`config.mk`:
```
export PLATFORM = sky130hd
export DESIGN_NAME = fmul_sched
export DESIGN_NICKNAME = d
export VERILOG_FILES = /design/src/rtl/fpu_pkg.sv /design/src/rtl/fmul_core.sv /design/src/rtl/fmul_sched.sv
export SDC_FILE = /design/constraint.sdc
export NUM_CORES = 2
export LEC_CHECK = 0
export ABC_AREA = 1
export BUFFER_PORTS_ARGS = -buffer_cell sky130_fd_sc_hd__buf_2
export CAP_MARGIN = 20
export CORE_ASPECT_RATIO = 1.1
export CORE_MARGIN = 2
export CORE_UTILIZATION = 60
export CTS_CLUSTER_SIZE = 20
export DETAILED_ROUTE_END_ITERATION = 6
export MAX_ROUTING_LAYER = met4
export PLACE_DENSITY = 0.87
export SYNTH_ARGS = -nofsm -noshare
export SYNTH_HDL_FRONTEND = slang
export SYNTH_SLANG_ARGS = --single-unit
export TNS_END_PERCENT = 100
```
`constraint.sdc`:
```
create_clock -name clk -period 18.8 [get_ports clk]
set_input_delay 2.82 -clock clk [delete_from_list [all_inputs] [get_ports clk]]
set_output_delay 2.82 -clock clk [all_outputs]
set_load 0.01 [all_outputs]
```
`src/rtl/fpu_pkg.sv`:
```
// Shared single-precision constants and field layout for the FP datapath blocks.
package fpu_pkg;

    localparam int unsigned EXP_MAX  = 255;
    localparam int unsigned EXP_BIAS = 127;
    localparam logic [31:0] QNAN     = 32'h7FC00000;
    localparam logic [31:0] POS_INF  = 32'h7F800000;

    typedef struct packed {
        logic        sign;
        logic [7:0]  exp;
        logic [22:0] frac;
    } fp32_t;

endpackage

```
`src/rtl/fmul_core.sv`:
```
// Combinational single-precision multiply: truncating, denormals flushed to zero,
// saturating to signed infinity on exponent overflow.
module fmul_core
    import fpu_pkg::*;
(
    input  fp32_t       a_i,
    input  fp32_t       b_i,
    output logic        sign_o,
    output logic [7:0]  exp_o,
    output logic [22:0] frac_o,
    output logic        error_o,
    output logic        overflow_o
);

    logic        a_zero, b_zero, a_inf, b_inf, a_nan, b_nan;
    logic [47:0] prod;
    logic        norm;
    int          exp_sum;
    logic        unused_prod;

    assign unused_prod = ^prod[22:0];

    always_comb begin
        a_zero  = (a_i.exp == 8'd0);
        b_zero  = (b_i.exp == 8'd0);
        a_inf   = (a_i.exp == 8'(EXP_MAX)) && (a_i.frac == '0);
        b_inf   = (b_i.exp == 8'(EXP_MAX)) && (b_i.frac == '0);
        a_nan   = (a_i.exp == 8'(EXP_MAX)) && (a_i.frac != '0);
        b_nan   = (b_i.exp == 8'(EXP_MAX)) && (b_i.frac != '0);
        prod    = 48'({1'b1, a_i.frac}) * 48'({1'b1, b_i.frac});
        norm    = prod[47];
        exp_sum = int'(a_i.exp) + int'(b_i.exp) - int'(EXP_BIAS) + int'(norm);

        sign_o     = a_i.sign ^ b_i.sign;
        exp_o      = '0;
        frac_o     = '0;
        error_o    = 1'b0;
        overflow_o = 1'b0;

        if ((a_inf && b_zero) || (a_zero && b_inf)) begin
            {sign_o, exp_o, frac_o} = QNAN;
            error_o                 = 1'b1;
        end else if (a_nan || b_nan) begin
            {sign_o, exp_o, frac_o} = QNAN;
        end else if (a_inf || b_inf) begin
            exp_o  = POS_INF[30:23];
            frac_o = POS_INF[22:0];
        end else if (a_zero || b_zero || exp_sum <= 0) begin
            // Signed zero: defaults already hold it.
            exp_o = '0;
        end else if (exp_sum >= int'(EXP_MAX)) begin
            exp_o      = POS_INF[30:23];
            frac_o     = POS_INF[22:0];
            overflow_o = 1'b1;
        end else begin
            exp_o  = exp_sum[7:0];
            frac_o = norm ? prod[46:24] : prod[45:23];
        end
    end

endmodule

```
`src/rtl/fmul_sched.sv`:
```
// Shares one fmul_core among NREQ requesters through a two-stage pipeline.
// Define FMUL_SCHED_RR_EN for round-robin arbitration; otherwise lowest index wins.
module fmul_sched
    import fpu_pkg::*;
#(
    parameter int unsigned NREQ = 2
) (
    input  logic                 clk,
    input  logic                 rst_n,
    input  logic [NREQ-1:0]      req_valid,
    output logic [NREQ-1:0]      req_ready,
    input  logic [32*NREQ-1:0]   req_a,
    input  logic [32*NREQ-1:0]   req_b,
    output logic                 rsp_valid,
    input  logic                 rsp_ready,
    output logic [1:0]           rsp_id,
    output logic [31:0]          rsp_data,
    output logic                 rsp_error,
    output logic                 rsp_overflow
);

    logic [3:0]   valid_pad;
    logic [127:0] a_pad, b_pad;

    assign valid_pad = 4'(req_valid);
    assign a_pad     = 128'(req_a);
    assign b_pad     = 128'(req_b);

    logic       pick_vld;
    logic [1:0] pick_id;
    logic       grant_vld;
    logic [1:0] grant_id;
    logic       hold;
    logic       xfer;
    logic       s1_adv, s2_adv;

    logic       lock_q, lock_d;
    logic [1:0] lock_id_q, lock_id_d;

    logic        s1_valid_q, s1_valid_d;
    fp32_t       s1_a_q, s1_a_d, s1_b_q, s1_b_d;
    logic [1:0]  s1_id_q, s1_id_d;
    logic        s2_valid_q, s2_valid_d;
    logic [31:0] s2_data_q, s2_data_d;
    logic [1:0]  s2_id_q, s2_id_d;
    logic        s2_err_q, s2_err_d;
    logic        s2_ovf_q, s2_ovf_d;

    logic        core_sign, core_err, core_ovf;
    logic [7:0]  core_exp;
    logic [22:0] core_frac;

`ifdef FMUL_SCHED_RR_EN
    logic [1:0] ptr_q, ptr_d;

    always_comb begin
        int idx;
        pick_vld = 1'b0;
        pick_id  = ptr_q;
        for (int k = 0; k < int'(NREQ); k++) begin
            idx = int'(ptr_q) + k;
            if (idx >= int'(NREQ)) idx = idx - int'(NREQ);
            if (!pick_vld && valid_pad[idx[1:0]]) begin
                pick_vld = 1'b1;
                pick_id  = idx[1:0];
            end
        end
    end

    always_comb begin
        ptr_d = ptr_q;
        if (xfer) ptr_d = (int'(grant_id) == int'(NREQ) - 1) ? 2'd0 : grant_id + 2'd1;
    end

    always_ff @(posedge clk) begin
        if (!rst_n) ptr_q <= '0;
        else        ptr_q <= ptr_d;
    end
`else
    always_comb begin
        pick_vld = 1'b0;
        pick_id  = '0;
        for (int k = int'(NREQ) - 1; k >= 0; k--) begin
            if (valid_pad[k]) begin
                pick_vld = 1'b1;
                pick_id  = 2'(k);
            end
        end
    end
`endif

    // A stalled requester keeps its grant until it transfers.
    always_comb begin
        hold      = lock_q && valid_pad[lock_id_q];
        grant_vld = hold || pick_vld;
        grant_id  = hold ? lock_id_q : pick_id;
        s2_adv    = !s2_valid_q || rsp_ready;
        s1_adv    = s2_adv || !s1_valid_q;
        xfer      = rst_n && grant_vld && s1_adv;
        lock_d    = grant_vld && !s1_adv;
        lock_id_d = grant_id;
        req_ready = '0;
        for (int i = 0; i < int'(NREQ); i++) begin
            req_ready[i] = xfer && (grant_id == 2'(i));
        end
    end

    fmul_core u_core (
        .a_i        (s1_a_q),
        .b_i        (s1_b_q),
        .sign_o     (core_sign),
        .exp_o      (core_exp),
        .frac_o     (core_frac),
        .error_o    (core_err),
        .overflow_o (core_ovf)
    );

    always_comb begin
        s1_valid_d = s1_valid_q;
        s1_a_d     = s1_a_q;
        s1_b_d     = s1_b_q;
        s1_id_d    = s1_id_q;
        s2_valid_d = s2_valid_q;
        s2_data_d  = s2_data_q;
        s2_id_d    = s2_id_q;
        s2_err_d   = s2_err_q;
        s2_ovf_d   = s2_ovf_q;
        if (s1_adv) begin
            s1_valid_d = xfer;
            if (xfer) begin
                s1_a_d  = a_pad[{grant_id, 5'b0} +: 32];
                s1_b_d  = b_pad[{grant_id, 5'b0} +: 32];
                s1_id_d = grant_id;
            end
        end
        if (s2_adv) begin
            s2_valid_d = s1_valid_q;
            if (s1_valid_q) begin
                s2_data_d = {core_sign, core_exp, core_frac};
                s2_id_d   = s1_id_q;
                s2_err_d  = core_err;
                s2_ovf_d  = core_ovf;
            end
        end
    end

    always_ff @(posedge clk) begin
        if (!rst_n) begin
            lock_q     <= 1'b0;
            lock_id_q  <= '0;
            s1_valid_q <= 1'b0;
            s1_a_q     <= '0;
            s1_b_q     <= '0;
            s1_id_q    <= '0;
            s2_valid_q <= 1'b0;
            s2_data_q  <= '0;
            s2_id_q    <= '0;
            s2_err_q   <= 1'b0;
            s2_ovf_q   <= 1'b0;
        end else begin
            lock_q     <= lock_d;
            lock_id_q  <= lock_id_d;
            s1_valid_q <= s1_valid_d;
            s1_a_q     <= s1_a_d;
            s1_b_q     <= s1_b_d;
            s1_id_q    <= s1_id_d;
            s2_valid_q <= s2_valid_d;
            s2_data_q  <= s2_data_d;
            s2_id_q    <= s2_id_d;
            s2_err_q   <= s2_err_d;
            s2_ovf_q   <= s2_ovf_d;
        end
    end

    assign rsp_valid    = s2_valid_q;
    assign rsp_id       = s2_id_q;
    assign rsp_data     = s2_data_q;
    assign rsp_error    = s2_err_q;
    assign rsp_overflow = s2_ovf_q;

endmodule

```
Word-level counts from Yosys, hierarchy flattened
Cells that the tools add are included.
{"block": "word_totals", "ram_bits": 0, "out_inout_bits": 39, "mem_bits_ro": 0, "latch_bits": 0, "in_bits": 133, "memories": 0, "regBits": 107}
{"block": "op_classes", "add_sub_neg": 3, "n_shift": 2, "n_div": 0, "n_lt_le_gt_ge": 3, "mul": 1, "n_eq_ne": 3, "reduce_logical": 32, "n_mux": 26, "bitwise_logic": 1}
{"operator": "$shiftx A128 B8 Y32", "n": 2}
{"operator": "$mux W23", "n": 6}
{"operator": "$mul A24 B24 Y48", "n": 1}
{"operator": "$logic_not A23 Y1", "n": 2}
{"operator": "$reduce_bool A23 Y1", "n": 2}
{"operator": "$mux W8", "n": 5}
{"operator": "$add A32 B2 Y32", "n": 1}
{"operator": "$ge A32 B9 Y1 const B", "n": 1}
{"operator": "$le A32 B1 Y1 const B", "n": 1}
{"operator": "$sub A32 B8 Y32 const B", "n": 1}
{"operator": "$eq A8 B8 Y1 const B", "n": 2}
{"operator": "$logic_not A8 Y1", "n": 2}
{"operator": "$logic_and A1 B1 Y1", "n": 12}
{"operator": "$mux W1", "n": 12}
{"operator": "$add A8 B8 Y9", "n": 1}
{"operator": "$logic_or A1 B1 Y1", "n": 8}
{"operator": "$mux W2", "n": 2}
{"operator": "$reduce_and A2 Y1", "n": 2}
{"operator": "$logic_not A1 Y1", "n": 3}
{"operator": "$lt A2 B3 Y1 const B", "n": 1}
{"operator": "$bmux W1 S2", "n": 1}
{"operator": "$eq A2 B1 Y1 const B", "n": 1}
{"operator": "$logic_not A2 Y1", "n": 1}
{"operator": "$xor A1 B1 Y1", "n": 1}

Logic depth before layout (Yosys ltp)
{"block": "logic_depth", "word_depth": 9, "depth_mapped": 51}

Hierarchy
A second synthesis with hierarchy kept.
{"block": "unflattened", "cells_unflattened": 3510, "area_unflattened_um2": 25434.4}
{"module": "fmul_core", "area_each_um2": 20774.9, "n_inst": 1, "cells_per_inst": 2830}
{"module": "fmul_sched", "area_each_um2": 4659.5, "n_inst": 1, "cells_per_inst": 680}

Worst setup path before layout
Ideal clock, no wire load.
{"block": "synth_timing", "path_kind": "flip-flop to flip-flop", "from": "register s1_a_q[13] (netlist name)", "to": "register s2_data_q[18], in the netlist rsp_data[18]", "stages_incl_launch_ff": 49, "path_slack_ns": 10.704, "path_buffers": 4, "t_required_ns": 18.730, "synth_period_minus_slack_ns": 8.096, "setup_time_ns": 0.070, "t_arrival_ns": 8.026, "path_cell_list": "dfxtp_1 > clkbuf_1 > clkbuf_1 > nand2_1 > fa_1 > inv_1 > fa_1 > inv_1 > fa_1 > inv_1 > fa_1 > inv_1 > fa_1 > inv_1 > fa_1 > inv_1 > fa_1 > inv_1 > (+13 left out) > ha_1 > nand3_1 > clkinv_1 > nand3_2 > nor2_2 > a31oi_1 > ha_1 > inv_1 > nor2_1 > nand2_2 > inv_2 > nand2_1 > nand2_2 > nand2_4 > nor2_8 > buf_12 > nand3_2 > a21oi_2"}
{"block": "synth_via", "elab_chain_len": 8, "word_cells_on_any_way": 19, "classes_between": "1 x add/sub; 1 x mul; 2 x order compare; 6 x mux; 9 x reduce/logical"}
{"item": "start, declared", "line": "fmul_sched.sv:41", "rtl": "fp32_t s1_a_q, s1_a_d, s1_b_q, s1_b_d;"}
{"item": "start signal, assigned", "line": "fmul_sched.sv:152", "rtl": "s1_a_q <= '0;"}
{"item": "start signal, assigned", "line": "fmul_sched.sv:164", "rtl": "s1_a_q <= s1_a_d;"}
{"item": "$mul A24 B24 Y48", "line": "fmul_core.sv:30", "rtl": "prod = 48'({1'b1, a_i.frac}) * 48'({1'b1, b_i.frac});"}
{"item": "$add A32 B2 Y32", "line": "fmul_core.sv:32", "rtl": "exp_sum = int'(a_i.exp) + int'(b_i.exp) - int'(EXP_BIAS) + int'(norm);"}
{"item": "$ge A32 B9 Y1 or $le A32 B1 Y1 (tied branches)", "line": "fmul_core.sv:51, fmul_core.sv:48"}
{"item": "$mux W23 or $logic_or A1 B1 Y1 (tied branches)", "line": "fmul_core.sv:51, fmul_core.sv:48"}
{"item": "$mux W23", "line": "fmul_core.sv:48", "rtl": "end else if (a_zero || b_zero || exp_sum <= 0) begin"}
{"item": "$mux W23", "line": "fmul_core.sv:45", "rtl": "end else if (a_inf || b_inf) begin"}
{"item": "$mux W23", "line": "fmul_core.sv:43", "rtl": "end else if (a_nan || b_nan) begin"}
{"item": "$mux W23 (*)", "line": "fmul_core.sv:40", "rtl": "if ((a_inf && b_zero) || (a_zero && b_inf)) begin"}
{"item": "end signal, assigned", "line": "fmul_sched.sv:168", "rtl": "s2_data_q <= s2_data_d;"}
{"item": "end, declared", "line": "fmul_sched.sv:44", "rtl": "logic [31:0] s2_data_q, s2_data_d;"}
Mark *: on every way between the ends. The rest lies on a longest branch, timed or not.
A chain may end at the register's enable or synchronous reset.

Worst setup path in the final report
{"block": "layout_timing", "from": "register s1_b_q[3] (netlist name)", "to": "register s2_data_q[6], in the netlist rsp_data[6]"}
{"block": "layout_via", "elab_chain_len": 8, "word_cells_on_any_way": 19, "classes_between": "1 x add/sub; 1 x mul; 2 x order compare; 6 x mux; 9 x reduce/logical"}
{"item": "start, declared", "line": "fmul_sched.sv:41"}
{"item": "start signal, assigned", "line": "fmul_sched.sv:153", "rtl": "s1_b_q <= '0;"}
{"item": "start signal, assigned", "line": "fmul_sched.sv:165", "rtl": "s1_b_q <= s1_b_d;"}
{"item": "$mul A24 B24 Y48", "line": "fmul_core.sv:30"}
{"item": "$add A32 B2 Y32", "line": "fmul_core.sv:32"}
{"item": "$ge A32 B9 Y1 or $le A32 B1 Y1 (tied branches)", "line": "fmul_core.sv:51, fmul_core.sv:48"}
{"item": "$mux W23 or $logic_or A1 B1 Y1 (tied branches)", "line": "fmul_core.sv:51, fmul_core.sv:48"}
{"item": "$mux W23", "line": "fmul_core.sv:48"}
{"item": "$mux W23", "line": "fmul_core.sv:45"}
{"item": "$mux W23", "line": "fmul_core.sv:43"}
{"item": "$mux W23 (*)", "line": "fmul_core.sv:40"}
Marked as above.

==> impl_metrics.json <==
{
  "status": "complete, no violations",
  "cts_buffer_depth": 2,
  "dieArea_um2": 44400,
  "num_vias": 22535,
  "place_inst": 4189,
  "max-slew-margin-rel_pct": 23.0,
  "synth.distinct_cells": 49,
  "drc": 0,
  "multiInputGateArea_um2": 19100,
  "crit_path_end_kind": "flip-flop",
  "final_util_pct": 64.4,
  "drt-pass1-iter-count": 7,
  "totalWireLength_um": 70400,
  "root_buffer": "clkbuf_16",
  "htree_levels": 3,
  "postCtsSetupBuffers": 0,
  "clock_skew_ns": 0.0196,
  "drt_iter0_markers": 1933,
  "async_flop_share_pct": 0,
  "reg2reg_depth": 44,
  "arrival_ns": 9.65,
  "synth_top_cell_by_area": "fa_1",
  "cts_tree": "done",
  "ant_nets": 0,
  "clk_pin_slew_worst_paths_ns": 0.08,
  "numCtsBuffers": 9,
  "synth_nets": 4371,
  "drive_gt1_share_pct": 8.27,
  "grt_overflow": 0,
  "hpwl_um": 57400,
  "postSynthAreaPerCell_um2": 7.18,
  "ff2ff_setup_slack_ns": 9.44,
  "yosysSeqAreaShare_pct": 8.35,
  "syn_inst": 3576,
  "core_area_um2": 42300,
  "cts_resized": 0,
  "first_global_vias": 23387,
  "final_cell_area_um2": 27200,
  "rsz0062_at_grt": "false",
  "design_power_total_mw": 1.05,
  "cp_slowest_stage_delay_ns": 1.04,
  "start_util_pct": 60.7,
  "irDropWorstVdd_uv": 57.8,
  "place.gp.congestion": 1.03,
  "worstMarginPinSlew_ns": 1.15,
  "ys.flop_type": "dfxtp_1",
  "crit_slowest_cell": "dfxtp_1",
  "fp.dieW_um": 201,
  "antenna_found_initial": 1,
  "synth_edf_count": 0,
  "io-pin-count": 172,
  "hold_buffers": 0,
  "synth_top_area_share_pct": 37.6,
  "regArea_um2": 2140,
  "ys_ff_latch": 107,
  "critPathLaunchType": "flip-flop",
  "p_leak_nw": 16.4,
  "max_freq_ghz": 0.107,
  "nFillCells": 3584,
  "hold_path_depth": 2,
  "fin_hold_ws_ns": 0.460,
  "synth.area.top_cells": "fa_1 38%, nand2_1 16%, inv_1 15%, ha_1 8.8%, dfxtp_1 8.3%",
  "power_density_nw_per_um2": 38.5,
  "clock_latency_ns": 0.38,
  "setup_viol": 0,
  "final.period_utilization_pct": 49.8,
  "grt_usage_pct": 33.9,
  "setup-tns-final_ns": 0,
  "hp-class": "flip-flop to flip-flop",
  "cp.required_ns": 19.08,
  "areaGrowthSynthToFinish_pct": 6.15,
  "pre_cts_slack_ns": 9.58,
  "fp-row-count": 79,
  "hold_viol": 0,
  "critPathKind": "flip-flop to flip-flop",
  "syn_area_um2": 25700,
  "vias_per_cell": 5.35,
  "fin_cells": 4209,
  "post-route-min-period_ns": 9.36,
  "crit_path_frequent_cell": "inv_1",
  "grt_pass1_wl_um": 117000,
  "grt_start_max_net_pins": 79,
  "fin_nets": 4431,
  "placed_area_um2": 26900,
  "final.setup.worst_slack_ns": 9.44,
  "cts.sink_count": 107,
  "maxSlewViolCount": 0,
  "cap_violations": 0,
  "path_max_fanout": 25,
  "die_y_um": 221,
  "numPortBuffers": 171,
  "detail_route.wl_per_cell_um": 16.7,
  "yosys_warnings": 0
}
-- path summary, 6_finish.rpt --
path | startpoint | to
setup / recovery | s1_b_q[3] | rsp_data[6]
hold / removal | s1_id_q[1] | s1_id_q[1]
setup reg to reg | s1_b_q[3] | rsp_data[6]
hold reg to reg | s1_id_q[1] | s1_id_q[1]
-- area by class of cell --
| type | count | area share [%] |
|---|---|---|
| diodes | 1 | 0.00918 |
| clock buffers | 9 | 0.827 |
| clock inverters | 7 | 0.216 |
| inverters | 1009 | 13.9 |
| multi-input cells | 2293 | 70.0 |
| flip-flops and latches | 107 | 7.86 |
| well taps | 567 | 2.60 |
| repair buffers | 216 | 4.60 |
-- placed cells by master (no fill, tap or decap), types with 8 or more instances in the layout --
cell       Yosys  final
nand2_1     1090   1090
inv_1       1000   1000
fa_1         482    482
ha_1         180    180
buf_2         13    171
nor2_1       146    145
nand3_1      107    107
dfxtp_1      107    107
a21oi_1       76     75
buf_4          2     42
o21ai_0       30     30
nand4_1       18     18
a22oi_1       18     18
o211ai_1      18     18
nand3_2       16     16
nand2_2       14     14
o21bai_1      11     11
a21oi_2       10     10
xor2_1         9      9
clkbuf_16      0      9
xnor2_1        8      8
-- synth_stat cells, types with 4 or more instances --
| library cell | count |
|---|---|
| buf_1 | 5 |
| nand4_1 | 18 |
| nor3_1 | 7 |
| nor2_1 | 146 |
| a22oi_1 | 18 |
| inv_1 | 1000 |
| xnor2_1 | 8 |
| nor4_1 | 7 |
| nand2_4 | 5 |
| a21oi_2 | 10 |
| a21oi_1 | 76 |
| nand3_1 | 107 |
| a21o_1 | 5 |
| buf_2 | 13 |
| nand2_1 | 1090 |
| o21ai_0 | 30 |
| nand3_2 | 16 |
| nand3b_1 | 4 |
| o211ai_1 | 18 |
| nor2_4 | 4 |
| fa_1 | 482 |
| xor2_1 | 9 |
| o21bai_1 | 11 |
| ha_1 | 180 |
| clkbuf_1 | 143 |
| dfxtp_1 | 107 |
| nand2_2 | 14 |
| inv_2 | 7 |
-- kinds of logic (layout without fill, tap and decap cells) --
kind of cell	count (synthesis)	count (layout)	synth area share (%)
xor gates and xnor gates	17	17	0.580
adders and majority gates	662	662	46.4
DFF	107	107	8.35
buffers and inverters	1176	1241	17.4
and+or+nand+nor	1431	1431	22.9
other	1	2	0.0146
AOI/OAI and AO/OA	182	182	4.33
-- registers in the layout, indices dropped and copies added (netlist names) --
signal,cells
lock_id_q,2
lock_q,1
rsp_data,32
rsp_error,1
rsp_id,2
rsp_overflow,1
rsp_valid,1
s1_a_q,32
s1_b_q,32
s1_id_q,2
s1_valid_q,1
-- worst max-delay path: cells and delay by family, from the launching register on --
family,cells,cell delay (ns)
buf+inv,12,0.68
simple gates,19,2.61
compound gates,2,0.24
fa+ha+maj,11,4.68
flops,1,1.04
-- report_power, final --
part           internal (mW)  leakage (nW)  switching [mW]
combinational          0.203          15.3           0.390
clock                 0.0926         0.144           0.102
sequential             0.240         0.875          0.0222
total                  0.536          16.4           0.514
-- layer usage --
metal | wire length, µm | GRT usage (%) | up-vias
met2 | 33300 | 54.8 | 1235
met5 | 0 | - | -
met4 | 3430 | 14.4 | 0
met3 | 7130 | 6.13 | 292
li1 | - | - | 10311
met1 | 26600 | 42.1 | 10697
Power figures use the tool's default switching activity.
